<file path="config.mk">
export PLATFORM = sky130hd
export DESIGN_NAME = proc_mem
export DESIGN_NICKNAME = d
export VERILOG_FILES = /design/src/rtl/proc_mem.sv
export SDC_FILE = /design/constraint.sdc
export NUM_CORES = 1
export LEC_CHECK = 0
export BUFFER_PORTS_ARGS = -buffer_cell sky130_fd_sc_hd__buf_2
export CAP_MARGIN = 20
export CORE_ASPECT_RATIO = 1.1
export CORE_MARGIN = 2
export CORE_UTILIZATION = 52
export DETAILED_ROUTE_END_ITERATION = 7
export PLACE_DENSITY = 0.69
export SLEW_MARGIN = 10
export SYNTH_ARGS = -nofsm -noshare
export SYNTH_HDL_FRONTEND = slang
export SYNTH_SLANG_ARGS = --single-unit
</file>
<file path="constraint.sdc">
create_clock -name Clock -period 5.98 [get_ports Clock]
set_clock_uncertainty 0.1 [all_clocks]
set_input_delay 1.196 -clock Clock [delete_from_list [all_inputs] [get_ports Clock]]
set_output_delay 1.196 -clock Clock [all_outputs]
set_load 0.02 [all_outputs]
</file>
<file path="src/rtl/proc_mem.sv">
// Multicycle 16-bit processor, r7 is the PC, fetches from external sync memory.
// Ports: Clock/Resetn, Run start, DIN read data, ADDR/DOUT/W memory bus, Done.
module proc_mem #(
  parameter int          ADDR_W   = 16,
  parameter logic [15:0] RESET_PC = 16'h0000
) (
  input  logic              Clock,
  input  logic              Resetn,
  input  logic              Run,
  input  logic [15:0]       DIN,
  output logic [ADDR_W-1:0] ADDR,
  output logic [15:0]       DOUT,
  output logic              W,
  output logic              Done
);

  typedef enum logic [2:0] {F0, F1, F2, E1, E2, E3} state_t;

  localparam logic [2:0] OP_MV  = 3'd0;
  localparam logic [2:0] OP_BR  = 3'd1;
  localparam logic [2:0] OP_ADD = 3'd2;
  localparam logic [2:0] OP_SUB = 3'd3;
  localparam logic [2:0] OP_LD  = 3'd4;
  localparam logic [2:0] OP_ST  = 3'd5;
  localparam logic [2:0] OP_AND = 3'd6;
  localparam logic [2:0] OP_NOP = 3'd7;

  state_t state_q, state_d;
  logic [15:0] r_q [8];
  logic [15:0] r_d [8];
  logic [15:0] a_q, a_d, g_q, g_d, ir_q, ir_d;
  logic [15:0] dout_q, dout_d;
  logic [ADDR_W-1:0] addr_q, addr_d;
  logic z_q, z_d, n_q, n_d, c_q, c_d, w_q, w_d;

  logic [2:0]  op, rx, ry;
  logic        m, cond_ok;
  logic [15:0] dext, d8, opnd;
  logic [16:0] sum;

  assign op   = ir_q[15:13];
  assign m    = ir_q[12];
  assign rx   = ir_q[11:9];
  assign ry   = ir_q[2:0];
  assign dext = {{7{ir_q[8]}}, ir_q[8:0]};
  assign d8   = {ir_q[7:0], 8'h00};
  assign opnd = m ? dext : r_q[ry];

  assign ADDR = addr_q;
  assign DOUT = dout_q;
  assign W    = w_q;

  always_comb begin
    cond_ok = 1'b0;
    case (rx)
      3'd0: cond_ok = 1'b1;
      3'd1: cond_ok = z_q;
      3'd2: cond_ok = !z_q;
      3'd3: cond_ok = !c_q;
      3'd4: cond_ok = c_q;
      3'd5: cond_ok = !n_q;
      3'd6: cond_ok = n_q;
      default: cond_ok = 1'b0;
    endcase
  end

  // sub carry is carry-out of A + ~B + 1, so C=1 means no borrow
  always_comb begin
    sum = '0;
    case (op)
      OP_ADD: sum = {1'b0, a_q} + {1'b0, opnd};
      OP_SUB: sum = {1'b0, a_q} + {1'b0, ~opnd} + 17'd1;
      OP_AND: sum = {1'b0, a_q & opnd};
      default: sum = '0;
    endcase
  end

  always_comb begin
    Done = 1'b0;
    unique case (state_q)
      E1: Done = (op == OP_MV) || (op == OP_NOP) ||
                 (op == OP_BR && (m || !cond_ok));
      E2: Done = (op == OP_ST);
      E3: Done = 1'b1;
      default: Done = 1'b0;
    endcase
  end

  always_comb begin
    state_d = state_q;
    r_d     = r_q;
    a_d     = a_q;
    g_d     = g_q;
    ir_d    = ir_q;
    z_d     = z_q;
    n_d     = n_q;
    c_d     = c_q;
    addr_d  = addr_q;
    dout_d  = dout_q;
    w_d     = 1'b0;
    unique case (state_q)
      F0: begin
        if (Run) begin
          addr_d  = r_q[7][ADDR_W-1:0];
          r_d[7]  = r_q[7] + 16'd1;
          state_d = F1;
        end
      end
      F1: state_d = F2;
      F2: begin
        ir_d    = DIN;
        state_d = E1;
        // store bus is loaded with IR so W is high exactly during E1
        if (DIN[15:13] == OP_ST) begin
          addr_d = r_q[DIN[2:0]][ADDR_W-1:0];
          dout_d = r_q[DIN[11:9]];
          w_d    = 1'b1;
        end
      end
      E1: begin
        case (op)
          OP_MV: r_d[rx] = opnd;
          OP_BR: begin
            if (m) r_d[rx] = d8;
            else if (cond_ok) a_d = r_q[7];
          end
          OP_ADD, OP_SUB, OP_AND: a_d = r_q[rx];
          OP_LD: addr_d = r_q[ry][ADDR_W-1:0];
          default: ;
        endcase
        state_d = Done ? F0 : E2;
      end
      E2: begin
        case (op)
          OP_ADD, OP_SUB, OP_AND: begin
            g_d = sum[15:0];
            z_d = (sum[15:0] == 16'h0000);
            n_d = sum[15];
            if (op != OP_AND) c_d = sum[16];
          end
          OP_BR: g_d = a_q + dext;
          default: ;
        endcase
        state_d = Done ? F0 : E3;
      end
      E3: begin
        if (op == OP_BR) r_d[7] = g_q;
        else if (op == OP_LD) r_d[rx] = DIN;
        else r_d[rx] = g_q;
        state_d = F0;
      end
      default: state_d = F0;
    endcase
  end

  always_ff @(posedge Clock) begin
    if (!Resetn) begin
      state_q <= F0;
      for (int i = 0; i < 7; i++) r_q[i] <= '0;
      r_q[7] <= RESET_PC;
      a_q    <= '0;
      g_q    <= '0;
      ir_q   <= '0;
      z_q    <= 1'b0;
      n_q    <= 1'b0;
      c_q    <= 1'b0;
      addr_q <= '0;
      dout_q <= '0;
      w_q    <= 1'b0;
    end else begin
      state_q <= state_d;
      r_q     <= r_d;
      a_q     <= a_d;
      g_q     <= g_d;
      ir_q    <= ir_d;
      z_q     <= z_d;
      n_q     <= n_d;
      c_q     <= c_d;
      addr_q  <= addr_d;
      dout_q  <= dout_d;
      w_q     <= w_d;
    end
  end

endmodule

</file>
# Word level (Yosys, flattened, before mapping)
# Cells that the tools add are included.
# Widths: inputs -> output; s select.
[classes]
add_sub_neg = 5
n_lt_le_gt_ge = 5
eq_ne = 28
n_mux = 43
n_bitwise = 6
reduce_logical = 27
[ops]
columns = ["cell", "count"]
rows = [
  ["$bwmux 128", 4],
  ["$mux 16", 17],
  ["$mux 128", 2],
  ["$pmux 128 s2", 1],
  ["$pmux 112 s2", 1],
  ["$bmux 16 s3", 4],
  ["$mux 112", 1],
  ["$pmux 16 s3", 2],
  ["$pmux 16 s2", 2],
  ["$pmux 17 s3", 1],
  ["$demux 16 s3", 1],
  ["$add 16x16->17", 2],
  ["$eq 3x3->1 const B", 10],
  ["$eq 3x2->1 const B", 6],
  ["$add 17x1->17 const B", 1],
  ["$add 16x1->16 const B", 1],
  ["$add 16x16->16", 1],
  ["$and 16x16->16", 1],
  ["$ge 4x4->1 const B", 4],
  ["$logic_not 16->1", 1],
  ["$not 16->16", 1],
  ["$not 3->4", 4],
  ["$reduce_and 4->1", 4],
  ["$pmux 3 s5", 1],
  ["other kinds (17)", 41],
]
[word_totals]
reg_bits = 215
input_bits = 19
out_inout_bits = 34
elab_cells = 132

# Depth between registers and ports, before layout
# Gate-level depths: netlist of run 1.
[depth]
ltp_word = 10
depth_mapped = 20
depth_no_buf = 16

# Least setup slack after synthesis of run 1
# No wires, ideal clock.
[synth_path]
kind = "flip-flop to flip-flop"
startpoint = "register ir_q[0]"
endpoint = "register z_q"
setup_ns = 0.084
t_arrival_ns = 3.928
required_ns = 5.796
setup_slack_ns = 1.868
stages_incl_launch_ff = 18
n_path_buf = 3
synth_period_minus_slack_ns = 4.112
cell_sequence = "dfxtp_1 -> buf_6 -> buf_6 -> buf_6 -> mux4_2 -> mux2_2 -> mux2i_4 -> ha_1 -> nor2b_4 -> o31a_1 -> a21o_1 -> o41a_1 -> a21oi_2 -> o21bai_1 -> mux2i_1 -> a221oi_2 -> nand4_1 -> o31ai_2"
[synth_between]
elab_chain_cells = 10
word_cells_on_any_way = 12
classes_between = "add/sub (3); mux (5); bitwise (3); reduce/logical (1)"
[synth_lines]
columns = ["item", "line", "source"]
rows = [
  ["start, declared", "31", "logic [15:0] a_q, a_d, g_q, g_d, ir_q, ir_d;"],
  ["start signal, assigned", "175", "ir_q <= ir_d;"],
  ["$not 3->4 (not written as such)", "47", "assign opnd = m ? dext : r_q[ry];"],
  ["$bmux 16 s3", "47", ""],
  ["$mux 16 (not written as such) (2 in a row)", "47", ""],
  ["$mux 16 (*)", "47", ""],
  ["$not 16->16", "72", "OP_SUB: sum = {1'b0, a_q} + {1'b0, ~opnd} + 17'd1;"],
  ["$add 16x16->17", "72", ""],
  ["$add 17x1->17", "72", ""],
  ["$pmux 17 s3 (*)", "70", "case (op)"],
  ["$logic_not 16->1 (*)", "137", "z_d = (sum[15:0] == 16'h0000);"],
  ["end signal, assigned", "176", "z_q <= z_d;"],
  ["end, declared", "34", "logic z_q, z_d, n_q, n_d, c_q, c_d, w_q, w_d;"],
]
# Mark *: on every way between the ends. The rest lies on a longest branch, timed or not. The select of a mux whose other input is x is not followed.
# A chain may end at the register's enable or synchronous reset.

# Final worst setup path of run 1
[layout_path]
startpoint = "register ir_q[1]"
endpoint = "register z_q"
# The elaborated chain is that of the path after synthesis.

==> results.json, run 1 <==
{
  "fillCellCount": 2700,
  "p_switching_mw": 1.21,
  "maxCapViolCount": 0,
  "cts_tree": "done",
  "rsz0062_at_grt": "no",
  "ys_ff_latch": 215,
  "die-width_um": 173,
  "syn_area_per_cell_um2": 9.12,
  "drc": 0,
  "final_nets": 1821,
  "drt_iter0_drc": 2079,
  "track_usage": 0.332,
  "ys_async_sr_fraction": 0,
  "numCtsBuffers": 25,
  "fin_crit_sh": 0.804,
  "wl_per_cell_um": 25.4,
  "grt-ovfl-total": 0,
  "antenna_found_initial": 0,
  "worstPathRequired_ns": 6.34,
  "gr-usage-met1": 0.437,
  "io_pins": 53,
  "slowest_stage": "dfxtp_2",
  "worstMarginPinSlew_ns": 1.23,
  "synth_edf_count": 0,
  "cts-root-buf": "clkbuf_16",
  "numClockSinks": 215,
  "clkTransAtPathRegs_ns": 0.06,
  "drive_gt1_frac": 0.173,
  "hpwl_mm": 39.1,
  "end_kind": "flip-flop",
  "grt_max_degree": 117,
  "num_rows": 67,
  "crit_arrival_ns": 5.17,
  "area_growth_pct": 8.15,
  "fp.dieH_um": 189,
  "setup_viol": 0,
  "critPathBufInv": 2,
  "final_cell_mix": "nand2_1, dfxtp_1, mux2i_1",
  "syn-num-nets": 1858,
  "netSwitchingFraction": 0.311,
  "max_freq_mhz": 208,
  "p_total_mw": 3.89,
  "insertion_delay_ns": 0.56,
  "power_leakage_nw": 7.56,
  "grtUsageMet3": 0.0574,
  "initial_core_util": 0.532,
  "netlist_instances": 1783,
  "design_area_mm2": 0.0176,
  "ys_types": 84,
  "cts_hold_buf": 0,
  "vdd_ir_drop_max_mv": 0.217,
  "vias": 15000,
  "wl_mm": 55.3,
  "intPower_mw": 2.68,
  "mostFrequentLayoutCell": "nand2_1",
  "placed_cell_area_mm2": 0.0167,
  "path_class": "reg2reg",
  "coreArea_mm2": 0.0306,
  "placed_cells": 2132,
  "die_area_mm2": 0.0327,
  "seqPwrFrac": 0.397,
  "maxSlewHeadroom": 0.177,
  "hold_viol_final": 0,
  "grt_pass1_vias": 14400,
  "grt_pass1_wl_mm": 85.3,
  "post-cts-setup-buffers": 0,
  "avgViaCountPerCell": 6.90,
  "slew_viol_final": 0,
  "critPathMaxStageDelay_ns": 0.64,
  "met2_usage": 0.518,
  "syn_area_mm2": 0.0163,
  "critPathTopFamily": "compound AO/OA/AOI/OAI gates",
  "cts.path.max_buffers": 3,
  "crit_fanout": 17,
  "comb_power_share": 0.191,
  "diodes": 0,
  "hp-class": "reg2reg",
  "worstPathCellList": "buf_4 -> mux4_2 -> mux2_2 -> mux2i_1 -> ha_1 -> nor2_1 -> o311ai_1 -> a2bb2oi_2 -> a211oi_4 -> a2111oi_2 -> or4_1 -> a21oi_2 -> a221oi_2 -> inv_1 -> o31ai_2",
  "status": "finished clean",
  "drtAntennaViolNets": 0,
  "htree_num_levels": 1,
  "drt_pass1_iterations": 7,
  "busiest_layer": "met2",
  "yosys_most_used_dff": "dfxtp_1",
  "fin_cells": 2178,
  "synth_warnings": 0,
  "synth_seq_area_share": 0.265,
  "routabilityCongestion": 1.00,
  "hold_slack_ns": 0.395,
  "ctsResizeCount": 0,
  "start_kind": "flip-flop",
  "power_density_mw_per_mm2": 221,
  "min_period_ns": 4.81,
  "p_clk_frac": 0.413,
  "setup_tns_ns": 0,
  "io_buffers": 52
}
[area by class of cell]
type / count / area (um^2) / share of cell area
repair buffers: 91 / 572 / 0.0325
multi-input cells: 1377 / 11200 / 0.637
inverters: 36 / 135 / 0.00768
clock buffers: 30 / 674 / 0.0383
well taps: 414 / 518 / 0.0294
flip-flops and latches: 215 / 4310 / 0.245
clock inverters: 15 / 176 / 0.0100
[cells in the mapped netlist (all sizes together) (7+ instances only)]
| library cell | count | area, um^2 |
|---|---|---|
| nor2b | 67 | 427 |
| mux4 | 104 | 2340 |
| ha | 53 | 663 |
| mux2 | 29 | 327 |
| nand2 | 230 | 863 |
| xnor2 | 19 | 166 |
| a21oi | 107 | 547 |
| o21a | 10 | 75.1 |
| mux2i | 140 | 1440 |
| clkbuf | 104 | 390 |
| a21o | 8 | 60.1 |
| a211oi | 7 | 65.1 |
| buf | 51 | 280 |
| a22oi | 23 | 178 |
| nor3 | 28 | 151 |
| nand4 | 9 | 56.3 |
| o21bai | 7 | 52.6 |
| o22ai | 18 | 113 |
| and2 | 8 | 50.1 |
| inv | 36 | 135 |
| xor2 | 9 | 78.8 |
| a21boi | 25 | 188 |
| dfxtp | 215 | 4300 |
| a31oi | 27 | 175 |
| o21ai | 70 | 350 |
| o211a | 106 | 1060 |
| a221oi | 9 | 91.3 |
| nand2b | 19 | 119 |
| o211ai | 36 | 275 |
| nand3 | 13 | 65.1 |
| nor2 | 114 | 430 |
[power by group through the flow]
stage	clock (mW)	combinational, mW	sequential (mW)
2_1_floorplan	0	0.523	1.54
3_3_place_gp	0	0.713	1.57
3_5_place_dp	0	0.720	1.57
4_1_cts	1.62	0.722	1.54
5_1_grt	1.68	0.784	1.54
6_report	1.60	0.741	1.54
[worst paths after layout]
check	start	end	slack, ns	depth (start not counted)
hold / removal	DOUT[9]	DOUT[9]	0.40	1
hold reg to reg	DOUT[9]	DOUT[9]	0.40	1
setup / recovery	ir_q[1]	z_q	1.17	15
setup reg to reg	ir_q[1]	z_q	1.17	15
[cells by family (layout without fill, tap and decap cells)]
logic type / Yosys count / after routing / share of synthesized area
AO/OA/AOI/OAI: 499 / 499 / 0.226
XOR/XNOR: 28 / 28 / 0.0151
adder cells (fa/ha/maj): 56 / 56 / 0.0445
buffers and inverters: 191 / 172 / 0.0495
flip-flops: 215 / 215 / 0.265
multiplexers: 273 / 273 / 0.253
AND/OR/NAND/NOR: 521 / 521 / 0.147
[sequential cells by signal (all words and copies together) (netlist names)]
| signal | cells |
|---|---|
| DOUT | 16 |
| a_q | 16 |
| r_q | 128 |
| n_q | 1 |
| g_q | 16 |
| ir_q | 16 |
| z_q | 1 |
| W | 1 |
| ADDR | 16 |
| state_q | 3 |
| c_q | 1 |
[routing by layer]
layer,routed length [um],part of all wire
met1,21500,0.39
met4,3520,0.064
met2,24400,0.44
met3,5890,0.11
met5,0,0
[stage by stage]
stage               setup slack (ns)   util
floorplan                       1.87      -
global placement                1.32  0.546
detailed placement              1.29  0.546
CTS                             1.25  0.574
global route                   0.932  0.575
finish                          1.17  0.575
Note: power is estimated with default switching activity, not from simulation.
==> run 2, diff against run 1 <==
PLACE_DENSITY = 0.71   (was 0.69)
clock period = 4.25 ns   (was 5.98 ns; I/O delays follow)
==> results.json, run 2 (synthesis gave the netlist of run 1 again) <==
{
  "cts_tree": "done",
  "netSwitchingFraction": 0.316,
  "vdd_ir_drop_max_mv": 0.319,
  "hold_viol_final": 0,
  "num_rows": 67,
  "power_leakage_nw": 8.05,
  "min-delay-start": "DOUT[14]",
  "drc": 0,
  "r2r_end": "z_q",
  "drive_gt1_frac": 0.227,
  "maxSlewHeadroom": 0.256,
  "initial_core_util": 0.532,
  "vias": 15500,
  "clkTransAtPathRegs_ns": 0.06,
  "drt_pass1_iterations": 8,
  "setup_viol": 1,
  "grt_pass1_vias": 14700,
  "fp.dieH_um": 189,
  "timing.rr.start": "ir_q[0]",
  "r2r_setup_slack_ns": -0.04,
  "end_kind": "flip-flop",
  "holdPathStages": 1,
  "design_area_mm2": 0.0185,
  "grt_pass1_wl_mm": 88.4,
  "status": "complete, but fails checks",
  "path_class": "reg2reg",
  "area_growth_pct": 13.7,
  "io_buffers": 52,
  "diodes": 0,
  "drtAntennaViolNets": 0,
  "hpwl_mm": 41.6,
  "seqPwrFrac": 0.390,
  "die-width_um": 173,
  "numClockSinks": 215,
  "placed_cell_area_mm2": 0.0175,
  "numCtsBuffers": 25,
  "p_clk_frac": 0.395,
  "antenna_found_initial": 0,
  "cts.path.max_buffers": 3,
  "worstPathRequired_ns": 4.61,
  "slew_viol_final": 0,
  "rsz0062_at_grt": "yes",
  "coreArea_mm2": 0.0306,
  "cts-root-buf": "clkbuf_16",
  "insertion_delay_ns": 0.56,
  "intPower_mw": 3.75,
  "setup_ws_ns": -0.0434,
  "die_area_mm2": 0.0327,
  "io_pins": 53,
  "dp_slack_ns": -0.132,
  "maxCapViolCount": 0,
  "max_flop_register": "r_q",
  "final_nets": 1916,
  "p_switching_mw": 1.73,
  "comb_power_share": 0.215,
  "worstMarginPinSlew_ns": 1.11,
  "grt-ovfl-total": 0,
  "max_freq_mhz": 233,
  "final_cell_mix": "nand2_1, dfxtp_1, mux2i_1",
  "hp-class": "reg2reg",
  "wl_per_cell_um": 25.3,
  "setup_tns_ns": -0.0434,
  "avgViaCountPerCell": 6.83,
  "min_period_ns": 4.29,
  "fin_crit_sh": 1.01,
  "fin_cells": 2272,
  "largest_reg_flops": 128,
  "htree_num_levels": 1,
  "worstHoldEndpoint": "DOUT[14]",
  "failed_checks": "setup timing",
  "mostFrequentLayoutCell": "nand2_1",
  "routabilityCongestion": 0.990,
  "grt_max_degree": 136,
  "track_usage": 0.345,
  "drt_iter0_drc": 2017,
  "wl_mm": 57.4,
  "r2r.worst_path.cells": 16,
  "start_kind": "flip-flop",
  "crit_arrival_ns": 4.65,
  "power_density_mw_per_mm2": 297,
  "placed_cells": 2223,
  "crit_fanout": 7
}
## run 2: what timing repair did
item	4_1_cts	5_1_grt
setup endpoints to repair	4	8
gates resized for setup	10	26
pin swaps	5	7
setup buffers	3	2
hold buffers	0	0
## run 2: area by class of cell
cell class	instances	area, um^2
Multi-Input combinational cell	1377	11400
Timing Repair Buffer	186	1360
Inverter	36	135
Tap cell	414	518
Clock inverter	10	103
Sequential cell	215	4310
Clock buffer	34	709
Fill cell	2668	12100
## run 2: worst max-delay path by stage
| stage | endpoint | cells after the start | start | slack, ns |
|---|---|---|---|---|
| finish | z_q | 16 | ir_q[0] | -0.04 |
| global route | z_q | 17 | ir_q[0] | -0.21 |
| CTS | z_q | 16 | ir_q[0] | 0.002 |
| detailed placement | z_q | 15 | ir_q[0] | -0.13 |
| global placement | z_q | 18 | ir_q[0] | 0.01 |
| floorplan | z_q | 17 | ir_q[0] | 0.14 |
## run 2: power by group through the flow
stage	combinational (mW)	clock (mW)	sequential, mW
after CTS	1.14	2.17	2.13
after floorplan	0.736	0	2.17
after detailed placement	1.13	0	2.18
after global placement	1.12	0	2.18
after global routing	1.24	2.26	2.14
final	1.18	2.17	2.14
## run 2: critical path, cell delays in order (launching register included)
cell	delay, ns
dfxtp_4	0.42
buf_6	0.15
mux4_2	0.50
mux2_4	0.30
mux2i_4	0.26
buf_6	0.15
ha_4	0.20
nor2b_4	0.13
o31a_1	0.28
a21o_1	0.17
o41a_1	0.36
a21oi_2	0.19
o21bai_1	0.11
mux2i_1	0.15
a221oi_2	0.35
nand4_1	0.16
o31ai_2	0.20
## run 2: per-stage QoR
stage	hold slack (ns)	power [mW]	util
floorplan	0.369	2.91	-
global placement	0.377	3.29	0.571
detailed placement	0.385	3.30	0.571
CTS	0.400	5.44	0.600
global route	0.418	5.64	0.604
finish	0.395	5.49	0.604
## run 2: per-layer routing
layer	vias up	GRT usage	share of wire
li1	6784	-	-
met1	7583	0.461	0.39
met2	963	0.536	0.44
met3	191	0.0568	0.11
met4	0	0.187	0.059
met5	-	0	0
==> run 3, diff against run 2 <==
BUFFER_PORTS_ARGS = not set   (was -buffer_cell sky130_fd_sc_hd__buf_2)
CORE_ASPECT_RATIO = 1.5   (was 1.1)
DONT_BUFFER_PORTS = 1   (was not set)
PLACE_DENSITY = 0.7   (was 0.71)
==> results.json, run 3 (synthesis gave the netlist of run 1 again) <==
{
  "track_usage": 0.355,
  "worstMarginPinSlew_ns": 1.20,
  "grt_max_degree": 217,
  "avgViaCountPerCell": 6.95,
  "vias": 15300,
  "final_nets": 1853,
  "dp_slack_ns": -0.200,
  "path_class": "reg2reg",
  "setup_ws_ns": -0.0468,
  "fp.dieH_um": 221,
  "busiest_layer": "met2",
  "gr-usage-met1": 0.393,
  "rsz0062_at_grt": "yes",
  "cts_hold_buf": 0,
  "largest_reg_flops": 128,
  "grt-ovfl-total": 0,
  "hold_viol_final": 0,
  "power_density_mw_per_mm2": 291,
  "fin_crit_sh": 1.01,
  "drive_gt1_frac": 0.205,
  "setup_viol": 1,
  "vdd_ir_drop_max_mv": 0.254,
  "worstPathRequired_ns": 4.61,
  "final_cell_mix": "nand2_1, dfxtp_1, mux2i_1",
  "clkTransAtPathRegs_ns": 0.07,
  "htree_num_levels": 1,
  "drt_iter0_drc": 1489,
  "grtUsageMet3": 0.0664,
  "maxCapViolCount": 0,
  "met2_usage": 0.590,
  "fillCellCount": 2699,
  "start_kind": "flip-flop",
  "mostFrequentLayoutCell": "nand2_1",
  "die_area_mm2": 0.0327,
  "num_rows": 79,
  "max_freq_mhz": 233,
  "die-width_um": 148,
  "hold_slack_ns": 0.339,
  "numClockSinks": 215,
  "routabilityCongestion": 0.998,
  "wl_per_cell_um": 26.7,
  "numCtsBuffers": 23,
  "end_kind": "flip-flop",
  "crit_arrival_ns": 4.66,
  "fin_cells": 2199,
  "crit_fanout": 6,
  "cts-root-buf": "clkbuf_16",
  "regArea_mm2": 0.00431,
  "wl_mm": 58.8,
  "multi_input_area_mm2": 0.0115,
  "drc": 0,
  "io_pins": 53,
  "hp-class": "in2reg",
  "failed_checks": "setup timing",
  "diodes": 0,
  "coreArea_mm2": 0.0309,
  "min_period_ns": 4.30,
  "max_flop_register": "r_q",
  "placed_cells": 2151,
  "insertion_delay_ns": 0.55,
  "initial_core_util": 0.526,
  "maxSlewHeadroom": 0.196,
  "setup_tns_ns": -0.0468,
  "slew_viol_final": 0,
  "grt_pass1_wl_mm": 89.1,
  "area_growth_pct": 11.7,
  "status": "complete, but fails checks",
  "antenna_found_initial": 0,
  "power_leakage_nw": 7.73,
  "grt_pass1_vias": 14900,
  "hpwl_mm": 42.3,
  "io_buffers": 0,
  "cts.path.max_buffers": 3,
  "drtAntennaViolNets": 0,
  "cts_tree": "done",
  "drt_pass1_iterations": 5
}
[run 3: path summary, 6_finish.rpt]
| path | from | to | slack [ns] | cells after the start |
|---|---|---|---|---|
| hold reg to reg | r_q[59] | r_q[59] | 0.43 | 2 |
| setup reg to reg | ir_q[0] | z_q | -0.05 | 16 |
| hold / removal | DIN[12] | ir_q[12] | 0.34 | 2 |
| setup / recovery | ir_q[0] | z_q | -0.05 | 16 |
[run 3: layout make-up]
cell class / instances / share of cell area
Inverter: 36 / 0.00743
Timing Repair Buffer: 125 / 0.0552
Clock inverter: 9 / 0.00441
Sequential cell: 215 / 0.237
Multi-Input combinational cell: 1377 / 0.631
Tap cell: 405 / 0.0279
Clock buffer: 32 / 0.0368
[run 3: layer usage]
| layer | wire length (um) | part of all wire | vias up |
|---|---|---|---|
| met4 | 5630 | 0.096 | 0 |
| met2 | 27900 | 0.47 | 942 |
| met5 | 0 | 0 | - |
| met3 | 5210 | 0.089 | 280 |
| li1 | - | - | 6659 |
| met1 | 20100 | 0.34 | 7409 |
[run 3: per-stage QoR]
step | util | area (um^2) | total power [mW]
2_1_floorplan | - | 16300 | 2.91
3_3_place_gp | 0.552 | 17100 | 3.18
3_5_place_dp | 0.552 | 17100 | 3.20
4_1_cts | 0.580 | 17900 | 5.24
5_1_grt | 0.587 | 18200 | 5.44
6_report | 0.587 | 18200 | 5.29
[run 3: what timing repair did]
item                                    4_1_cts  5_1_grt
buffers inserted                              0        7
resized for setup                            20       35
endpoints found under the setup margin        4        7
pin swaps                                     8        6
[run 3: where the power goes]
group	switching (mW)	total (mW)	internal (mW)	leakage [nW]
clock	0.892	2.05	1.16	0.373
combinational	0.620	1.05	0.433	5.62
sequential	0.113	2.18	2.07	1.74
[run 3: critical path: stages (launching register included)]
cell and delay (ns):
dfxtp_4 0.41, buf_12 0.13, mux4_2 0.49, mux2_4 0.31, mux2i_4 0.20, buf_6 0.13
ha_4 0.21, nor2b_4 0.13, o31a_1 0.32, a21o_1 0.19, o41a_1 0.37, a21oi_2 0.25
o21bai_2 0.11, mux2i_2 0.18, a221oi_4 0.32, nand4_1 0.16, o31ai_2 0.21
